<file path="config.mk">
export PLATFORM = sky130hd
export DESIGN_NAME = segment_display_scanner
export DESIGN_NICKNAME = d
export VERILOG_FILES = /design/src/rtl/segment_display_pkg.sv /design/src/rtl/ConvertSegmentDisplay.sv /design/src/rtl/segment_display_scanner.sv
export SDC_FILE = /design/constraint.sdc
export NUM_CORES = 1
export LEC_CHECK = 0
export ABC_CLOCK_PERIOD_IN_PS = 3650
export BUFFER_PORTS_ARGS = -buffer_cell sky130_fd_sc_hd__buf_2
export CAP_MARGIN = 20
export CORE_MARGIN = 2
export CORE_UTILIZATION = 58
export CTS_BUF_LIST = sky130_fd_sc_hd__clkbuf_16
export DETAILED_ROUTE_END_ITERATION = 6
export PLACE_DENSITY = 0.79
export SYNTH_ARGS = -nofsm -noshare
export SYNTH_HDL_FRONTEND = slang
export SYNTH_SLANG_ARGS = --single-unit
</file>
<file path="constraint.sdc">
create_clock -name i_CLK -period 3.65 [get_ports i_CLK]
set_clock_uncertainty 0.1 [all_clocks]
set_input_delay 0.5475 -clock i_CLK [delete_from_list [all_inputs] [get_ports i_CLK]]
set_output_delay 0.5475 -clock i_CLK [all_outputs]
set_load 0.1 [all_outputs]
</file>
<file path="src/rtl/segment_display_pkg.sv">
// Shared types and constants for the multiplexed 7-segment display scanner.
package segment_display_pkg;

    // Scanner FSM states
    typedef enum logic [1:0] {
        IDLE,
        DRIVE,
        GAP
    } state_e;

    // All segments off (active-low) and all anodes off (active-low, sliced to width by users)
    localparam logic [6:0] SEG_BLANK = 7'h7F;
    localparam logic [7:0] AN_OFF    = 8'hFF;

    // Bits needed to index 0..n-1, never less than one bit
    function automatic int unsigned digit_width(input int unsigned n);
        return (n <= 1) ? 1 : $clog2(n);
    endfunction

endpackage

</file>
<file path="src/rtl/ConvertSegmentDisplay.sv">
// Hex nibble to active-low 7-segment pattern, bit order .GFEDCBA.
module ConvertSegmentDisplay (
    input  logic [3:0] nibble_i,
    output logic [6:0] seg_o
);

    // Fixed glyph table: 0-9, A, b, C, d, E, F
    always_comb begin
        seg_o = 7'h7F;
        case (nibble_i)
            4'h0: seg_o = 7'h40;
            4'h1: seg_o = 7'h79;
            4'h2: seg_o = 7'h24;
            4'h3: seg_o = 7'h30;
            4'h4: seg_o = 7'h19;
            4'h5: seg_o = 7'h12;
            4'h6: seg_o = 7'h02;
            4'h7: seg_o = 7'h78;
            4'h8: seg_o = 7'h00;
            4'h9: seg_o = 7'h10;
            4'hA: seg_o = 7'h08;
            4'hB: seg_o = 7'h03;
            4'hC: seg_o = 7'h46;
            4'hD: seg_o = 7'h21;
            4'hE: seg_o = 7'h06;
            4'hF: seg_o = 7'h0E;
            default: seg_o = 7'h7F;
        endcase
    end

endmodule

</file>
<file path="src/rtl/segment_display_scanner.sv">
// Time-multiplexed scanner for an N-digit common-anode 7-segment display.
// A pending bank is loaded at any time; the display bank only follows it at a
// frame boundary so a single frame never mixes old and new digits.
module segment_display_scanner
    import segment_display_pkg::*;
#(
    parameter int unsigned N_DIGITS   = 4,
    parameter int unsigned DIV_CYCLES = 50000,
    parameter int unsigned GAP_CYCLES = 500
) (
    input  logic                  i_CLK,
    input  logic                  i_RST,
    input  logic                  i_ENABLE,
    input  logic                  i_LOAD,
    input  logic [4*N_DIGITS-1:0] i_VALUE,
    input  logic [N_DIGITS-1:0]   i_DP,
    input  logic                  i_LZS,
    output logic [6:0]            o_SEG,
    output logic                  o_DP_N,
    output logic [N_DIGITS-1:0]   o_AN,
    output logic [2:0]            o_DIGIT,
    output logic                  o_FRAME
);

    localparam int unsigned DW      = digit_width(N_DIGITS);
    localparam int unsigned CNT_MAX = (DIV_CYCLES > GAP_CYCLES) ? DIV_CYCLES : GAP_CYCLES;
    localparam int unsigned CW      = digit_width(CNT_MAX);
    localparam logic [CW-1:0] DIV_LAST   = CW'(DIV_CYCLES - 1);
    localparam logic [CW-1:0] GAP_LAST   = CW'((GAP_CYCLES > 0) ? GAP_CYCLES - 1 : 0);
    localparam logic [DW-1:0] LAST_DIGIT = DW'(N_DIGITS - 1);

    state_e                state_q, state_d;
    logic [DW-1:0]         digit_q, digit_d;
    logic [CW-1:0]         cnt_q, cnt_d;
    logic                  commit, advance;

    logic [4*N_DIGITS-1:0] pend_val_q, disp_val_q, disp_val_d;
    logic [N_DIGITS-1:0]   pend_dp_q, disp_dp_q, disp_dp_d;
    logic                  pend_lzs_q, disp_lzs_q, disp_lzs_d;

    logic [N_DIGITS-1:0]   blank_d;
    logic [3:0]            nib_d;
    logic [6:0]            dec_seg;
    logic [N_DIGITS-1:0]   an_d;
    logic [6:0]            seg_d;
    logic                  dp_n_d;
    logic [2:0]            digit_ext;

    // Next-state logic: digit/gap timing and frame-boundary commit
    always_comb begin
        state_d = state_q;
        digit_d = digit_q;
        cnt_d   = cnt_q;
        commit  = 1'b0;
        advance = 1'b0;
        case (state_q)
            IDLE: begin
                if (i_ENABLE) begin
                    state_d = DRIVE;
                    digit_d = '0;
                    cnt_d   = '0;
                    commit  = 1'b1;
                end
            end
            DRIVE: begin
                if (cnt_q == DIV_LAST) begin
                    cnt_d = '0;
                    if (GAP_CYCLES == 0) advance = 1'b1;
                    else                 state_d = GAP;
                end else begin
                    cnt_d = cnt_q + CW'(1);
                end
            end
            GAP: begin
                if (cnt_q == GAP_LAST) begin
                    cnt_d   = '0;
                    advance = 1'b1;
                end else begin
                    cnt_d = cnt_q + CW'(1);
                end
            end
            default: state_d = IDLE;
        endcase
        if (advance) begin
            state_d = DRIVE;
            if (digit_q == LAST_DIGIT) begin
                digit_d = '0;
                commit  = 1'b1;
            end else begin
                digit_d = digit_q + DW'(1);
            end
        end
        // Disable wins over everything: go dark and clear counters
        if (!i_ENABLE) begin
            state_d = IDLE;
            digit_d = '0;
            cnt_d   = '0;
            commit  = 1'b0;
        end
    end

    // Display bank as it will be after this edge; a same-cycle load bypasses pending
    always_comb begin
        disp_val_d = disp_val_q;
        disp_dp_d  = disp_dp_q;
        disp_lzs_d = disp_lzs_q;
        if (commit) begin
            disp_val_d = i_LOAD ? i_VALUE : pend_val_q;
            disp_dp_d  = i_LOAD ? i_DP    : pend_dp_q;
            disp_lzs_d = i_LOAD ? i_LZS   : pend_lzs_q;
        end
    end

    // Leading-zero blanking: a digit blanks only if it and all higher digits are zero
    // with no decimal point among them; digit 0 always shows
    always_comb begin
        logic upper_zero;
        upper_zero = 1'b1;
        blank_d    = '0;
        for (int k = N_DIGITS - 1; k >= 0; k--) begin
            upper_zero = upper_zero & (disp_val_d[4*k +: 4] == 4'h0) & ~disp_dp_d[k];
            blank_d[k] = disp_lzs_d & (k != 0) & upper_zero;
        end
    end

    assign nib_d = disp_val_d[{digit_d, 2'b00} +: 4];

    ConvertSegmentDisplay u_convert (
        .nibble_i (nib_d),
        .seg_o    (dec_seg)
    );

    // Pin values for the next state, so anode/segment/dp all update on one edge
    always_comb begin
        an_d      = AN_OFF[N_DIGITS-1:0];
        seg_d     = SEG_BLANK;
        dp_n_d    = 1'b1;
        digit_ext = '0;
        digit_ext[DW-1:0] = digit_d;
        if (state_d == DRIVE) begin
            an_d[digit_d] = 1'b0;
            seg_d         = blank_d[digit_d] ? SEG_BLANK : dec_seg;
            dp_n_d        = ~disp_dp_d[digit_d];
        end
    end

    // FSM, display bank and registered outputs
    always_ff @(posedge i_CLK) begin
        if (i_RST) begin
            state_q    <= IDLE;
            digit_q    <= '0;
            cnt_q      <= '0;
            disp_val_q <= '0;
            disp_dp_q  <= '0;
            disp_lzs_q <= 1'b0;
            o_AN       <= AN_OFF[N_DIGITS-1:0];
            o_SEG      <= SEG_BLANK;
            o_DP_N     <= 1'b1;
            o_DIGIT    <= '0;
            o_FRAME    <= 1'b0;
        end else begin
            state_q    <= state_d;
            digit_q    <= digit_d;
            cnt_q      <= cnt_d;
            disp_val_q <= disp_val_d;
            disp_dp_q  <= disp_dp_d;
            disp_lzs_q <= disp_lzs_d;
            o_AN       <= an_d;
            o_SEG      <= seg_d;
            o_DP_N     <= dp_n_d;
            o_DIGIT    <= digit_ext;
            o_FRAME    <= commit;
        end
    end

    // Pending bank: captures every load strobe
    always_ff @(posedge i_CLK) begin
        if (i_RST) begin
            pend_val_q <= '0;
            pend_dp_q  <= '0;
            pend_lzs_q <= 1'b0;
        end else if (i_LOAD) begin
            pend_val_q <= i_VALUE;
            pend_dp_q  <= i_DP;
            pend_lzs_q <= i_LZS;
        end
    end

endmodule
</file>
* Word-level counts from Yosys, hierarchy flattened
Memories as Yosys holds them, arrays and structs flattened. A register that Yosys moved wholly into a read port is not among the register bits. Index checks and enable logic that the tools add are counted.
Cells by class: add/subtract/negate cells 2, multiply operators 0, div/mod/pow operators 0, $lt $le $gt $ge 2, equal/unequal tests 6, shift-type cells 1, muxes and demuxes 29, bitwise gates (word level) 15, reductions and logical operators 9
Operator list (number):
- $mux W16 | 4
- $pmux W16 S3 | 1
- $add A16 B1 Y16 const B | 1
- $eq A16 B16 Y1 const B | 1
- $eq A16 B9 Y1 const B | 1
- $shiftx A16 B5 Y4 | 1
- $mux W2 | 7
- $logic_not A4 Y1 | 3
- $mux W1 | 11
- $and A1 B1 Y1 | 8
- $mux W4 | 2
- $not A1 Y1 | 6
- $pmux W2 S3 | 1
- $bmux W1 S2 | 2
- $eq A2 B1 Y1 const B | 2
- $eq A2 B2 Y1 const B | 2
- $not A4 Y4 | 1
- $reduce_or A2 Y1 | 2
- $lt A2 B3 Y1 const B | 1
- $reduce_bool A3 Y1 | 1
- $reduce_or A3 Y1 | 1
- $add A2 B1 Y2 const B | 1
- $demux W1 S2 | 1
- $ge A2 B1 Y1 const B | 1
- other kinds (2) | 2
Storage, ports and cells: flip-flop bits (word level) 69, bits in latches 0, bits in writable memories 0, ROM bits 112, input port bits 25, logic and storage cells 78, memories kept 1
Memories:
- (name not given) | words 16, bits a word 7, read ports 1, clocked after Yosys merged registers in 1, write ports 0, RTL line ConvertSegmentDisplay.sv:10 | case (nibble_i)

* Longest topological paths before layout
word-level depth 16, gate-level depth with buffers 15

* Modules after synthesis
Synthesis repeated with hierarchy kept, for this count alone.
Unflattened totals: cells, all modules 416, area, all modules 3794.9 µm²
By module, submodules not included:
- segment_display_scanner | instances 1, cells an instance 385, area each 3533.4 µm², sequential area each 1501.4 µm²
- ConvertSegmentDisplay | instances 1, cells an instance 31, area each 261.5 µm², sequential area each 0.0 µm²

* Worst setup path before layout
OpenSTA, ideal clock, no wires.
path type register -> register, start register digit_q[0], end register o_SEG[3], setup time 0.126 ns, arrival time 3.269 ns, required time 3.424 ns, slack 0.155 ns, cell stages (with the launch flop) 14, period minus slack after synthesis 3.495 ns, path through dfxtp_1 ha_1 and2_1 a21o_4 and2_1 buf_6 mux2i_1 o22a_1 o221a_2 inv_1 ha_1 mux2_2 mux2i_1 nand2_1
On the way: word-level cells in the longest chain between the ends 15
Ends and longest elaborated chain:
- from (decl) | RTL line segment_display_scanner.sv:33 | logic [DW-1:0] digit_q, digit_d;
- from (signal assigned) | RTL line segment_display_scanner.sv:163 | digit_q <= digit_d;
- $eq A2 B2 Y1 | RTL line segment_display_scanner.sv:86 | if (digit_q == LAST_DIGIT) begin
- $mux W1 | RTL line segment_display_scanner.sv:86
- $mux W1 | RTL line segment_display_scanner.sv:84 | if (advance) begin
- $mux W1 | RTL line segment_display_scanner.sv:94 | if (!i_ENABLE) begin
- $mux W16 or $mux W4 (tied branches) | RTL line segment_display_scanner.sv:107 | if (commit) begin
- $logic_not A4 Y1 or $not A1 Y1 (tied branches) | RTL line segment_display_scanner.sv:121 | upper_zero = upper_zero & (disp_val_d[4*k +: 4] == 4'h0) & ~disp_dp_d[k];
- $and A1 B1 Y1 (5 in a row) | RTL line segment_display_scanner.sv:121
- $and A1 B1 Y1 | RTL line segment_display_scanner.sv:122 | blank_d[k] = disp_lzs_d & (k != 0) & upper_zero;
- $bmux W1 S2 | RTL line segment_display_scanner.sv:142 | seg_d = blank_d[digit_d] ? SEG_BLANK : dec_seg;
- $mux W1 (implied by the code) | RTL line segment_display_scanner.sv:142
- $reduce_or A3 Y1 (no line)
- to (decl) | RTL line segment_display_scanner.sv:18 | output logic [6:0] o_SEG,
Parallel ways exist; a longest one is shown, timed or not. The select of a mux whose other input is x is not followed. A chain may end at the register's enable or synchronous reset.

* Worst setup path in the final report
start register cnt_q[0], end register o_SEG[3]
On the way: word-level cells in the longest chain between the ends 16
Ends and longest elaborated chain:
- from (decl) | RTL line segment_display_scanner.sv:34 | logic [CW-1:0] cnt_q, cnt_d;
- from (signal assigned) | RTL line segment_display_scanner.sv:164 | cnt_q <= cnt_d;
- $eq A16 B9 Y1 | RTL line segment_display_scanner.sv:75 | if (cnt_q == GAP_LAST) begin
- $mux W1 | RTL line segment_display_scanner.sv:75
- $mux W1 | RTL line segment_display_scanner.sv:56 | case (state_q)
- $mux W1 | RTL line segment_display_scanner.sv:84
- $mux W1 | RTL line segment_display_scanner.sv:94
- $mux W16 or $mux W4 (tied branches) | RTL line segment_display_scanner.sv:107
- $logic_not A4 Y1 or $not A1 Y1 (tied branches) | RTL line segment_display_scanner.sv:121
- $and A1 B1 Y1 (5 in a row) | RTL line segment_display_scanner.sv:121
- $and A1 B1 Y1 | RTL line segment_display_scanner.sv:122
- $bmux W1 S2 | RTL line segment_display_scanner.sv:142
- $mux W1 (implied by the code) | RTL line segment_display_scanner.sv:142
- $reduce_or A3 Y1 (no line)
Parallel ways exist; a longest one is shown, timed or not. The select of a mux whose other input is x is not followed.

==> results.py <==
metrics = {
    "status": {
        "status": "complete, no violations",
    },
    "timing": {
        "tns_ns": 0,
        "setup_viol": 0,
        "period_minus_slack_ns": 3.38,
        "slew_violations": 0,
        "fin_crit_sh_pct": 92.7,
        "fmax_mhz": 296,
        "rsz0062_at_grt": "false",
        "hold_violations": 0,
    },
    "floorplanning": {
        "start_util_pct": 59.3,
        "die_h_um": 83.9,
        "rows": 29,
        "die_x_um": 83.9,
        "die_area_mm2": 0.00703,
        "io_pins": 41,
        "coreArea_mm2": 0.00624,
    },
    "yosys": {
        "async_flop_share_pct": 0,
        "synthAdderAreaFrac_pct": 4.40,
        "synth_compound_area_share_pct": 12.7,
        "yosysWarnings": 0,
        "synth.distinct_cells": 64,
        "synth_seq_cells": 75,
        "synth_area_mm2": 0.00370,
        "muxShareOfSynthArea_pct": 9.91,
        "synth-edff-count": 0,
        "synthesis.nets": 445,
        "synth-xor-area-share_pct": 3.08,
        "synth_top_family_by_area": "simple AND/OR/NAND/NOR gates",
        "synthCells": 407,
        "syn_area_per_cell_um2": 9.09,
        "synthSimpleGateAreaFrac_pct": 25.2,
        "ys_seq_area_share_pct": 40.6,
        "synth_top_flop_cell": "dfxtp_1",
    },
    "worst_setup_path": {
        "end_kind": "flop",
        "path_class": "reg -> reg",
        "worst_r2r_endpoint": "o_SEG[3]$_SDFF_PP1_",
        "crit_fanout": 11,
        "required_ns": 3.76,
        "r2r-start": "cnt_q[0]$_SDFFE_PP0P_",
        "reg2reg_depth": 13,
        "r2r_slack_ns": 0.27,
        "startpoint_type": "flop",
        "worstPathArrival_ns": 3.49,
    },
    "cts": {
        "htree_levels": 3,
        "clock-sinks": 75,
        "post_cts_buffers": 0,
        "insertion_delay_ns": 0.33,
        "cts_resized": 0,
        "cts_inserted_buffers": 9,
        "clk_path_buf_depth": 2,
        "cts_tree": "built",
        "clk_pin_slew_ns": 0.06,
        "clockRootBuffer": "clkbuf_16",
        "cts_hold_buffers": 0,
    },
    "power_and_ir_drop": {
        "p_total_w": 0.00206,
        "peakVddDrop_v": 0.000356,
        "cellPowerDensity_mw_per_mm2": 484,
        "leakage_nw": 1.73,
    },
    "route": {
        "drt-initial-drc-count": 212,
        "ant_nets": 0,
        "vias_per_cell": 5.81,
        "num_vias": 3075,
        "drc": 0,
        "drt-total-wl_um": 8110,
        "wl_per_cell_um": 15.3,
        "firstDrtPassIters": 4,
    },
    "placement": {
        "postPlaceCellArea_mm2": 0.00394,
        "place.gp.congestion": 0.910,
        "dp_hpwl_um": 5850,
        "io_buffers": 39,
    },
    "job": {
        "cap_violations": 0,
    },
    "global_route": {
        "grt_pass1_vias": 2833,
        "antenna_found_initial": 0,
        "grt_max_degree": 44,
        "grt-ovfl-total": 0,
        "grt_pass1_wl_um": 13600,
        "grtUsageTotal_pct": 24.1,
    },
    "final_layout": {
        "final_area_mm2": 0.00426,
        "mostFrequentLayoutCells": "75 x dfxtp_1, 66 x nor2_1, 39 x buf_2, 27 x nand2_1, 24 x mux2i_1",
        "diodes": 0,
        "regArea_mm2": 0.00150,
        "num-fill-cells": 474,
        "multi_input_area_mm2": 0.00206,
        "nNetsFinal": 485,
        "drive_gt1_share_pct": 19.9,
        "syn_to_final_growth_pct": 15.1,
        "mostFrequentLayoutCell": "dfxtp_1",
    },
    "min_path": {
        "holdPathEnd": "pend_val_q[3]$_SDFF_PP0_",
        "min_path_type": "in -> reg",
        "hold_depth": 3,
        "hp-start": "i_VALUE[3]",
    },
}
## final cells by class
type / instances / area share, %
Multi-Input combinational cell: 306 / 48.3
Sequential cell: 75 / 35.3
Timing Repair Buffer: 49 / 6.35
Clock buffer: 9 / 5.29
Tap cell: 77 / 2.26
Clock inverter: 7 / 1.94
Inverter: 6 / 0.529
## cell families (layout without fill, tap and decap cells)
kind of cell	count (synthesis)	after routing
AO/OA/AOI/OAI	66	66
AND/OR/NAND/NOR	179	179
multiplexers	34	34
flip-flops	75	75
other	1	1
XOR/XNOR	13	13
buffers and inverters	26	71
adder cells (fa/ha/maj)	13	13
## stage by stage
step	setup slack, ns	hold WS, ns	instances	utilization [%]
4_1_cts	0.0217	0.400	529	68.1
5_1_grt	0.0408	0.419	529	68.2
3_3_place_gp	0.239	0.381	513	63.2
2_1_floorplan	0.155	0.346	407	-
6_report	0.268	0.394	529	68.2
3_5_place_dp	0.0507	0.398	513	63.2
## critical path, cell delays in order (launching register included)
cell,delay (ns)
dfxtp_1,0.40
ha_1,0.29
and4bb_1,0.22
and4_4,0.23
buf_4,0.18
and2_4,0.21
mux2i_2,0.33
o22a_1,0.20
o221a_2,0.24
inv_1,0.11
ha_1,0.26
mux2_2,0.28
mux2i_1,0.13
nand2_1,0.07
## routing by layer
| metal | vias up | GRT usage [%] | part of all wire [%] |
|---|---|---|---|
| met1 | 1442 | 35.6 | 49 |
| met3 | 11 | 4.35 | 6.0 |
| met2 | 101 | 35.1 | 44 |
| li1 | 1521 | - | - |
| met4 | 0 | 9.09 | 1.3 |
| met5 | - | 0 | 0 |
## synthesized netlist by cell type, drive strengths merged (6+ instances only)
cell type / n / share of area (%)
ha: 13 / 4.4
xor2: 9 / 2.1
nand3: 9 / 1.2
o21ai: 10 / 1.4
a21oi: 22 / 3.0
dfxtp: 75 / 41
nor2b: 15 / 2.5
nor3b: 6 / 1.2
nor4: 7 / 1.4
clkbuf: 9 / 0.91
buf: 11 / 2.4
nor3: 7 / 1.1
nand2b: 7 / 1.2
mux2: 8 / 2.5
a211oi: 7 / 1.4
inv: 6 / 0.61
mux2i: 26 / 7.4
nor2: 67 / 6.9
nand2: 28 / 3.0
## worst max path at each step
stage	startpoint	end	slack (ns)	depth (start not counted)
3_5_place_dp	cnt_q[0]$_SDFFE_PP0P_	o_SEG[3]$_SDFF_PP1_	0.05	13
4_1_cts	cnt_q[0]$_SDFFE_PP0P_	o_SEG[3]$_SDFF_PP1_	0.02	13
3_3_place_gp	cnt_q[0]$_SDFFE_PP0P_	o_SEG[3]$_SDFF_PP1_	0.24	13
2_1_floorplan	digit_q[0]$_SDFF_PP0_	o_SEG[3]$_SDFF_PP1_	0.15	13
6_report	cnt_q[0]$_SDFFE_PP0P_	o_SEG[3]$_SDFF_PP1_	0.27	13
5_1_grt	cnt_q[0]$_SDFFE_PP0P_	o_SEG[3]$_SDFF_PP1_	0.04	13
## flip-flops by register name, indices dropped and copies added (netlist names), 2 cells and up
register    count
cnt_q          16
digit_q         2
disp_dp_q       4
disp_val_q     16
o_AN            4
o_SEG           7
pend_dp_q       4
pend_val_q     16
state_q         2
## power by group
part	internal [W]	total (W)	switching (W)
registers	0.000856	0.000871	0.0000157
clock network	0.000541	0.000910	0.000369
logic	0.0000928	0.000278	0.000185
total	0.00149	0.00206	0.000569
(Power assumes the default switching activity.)
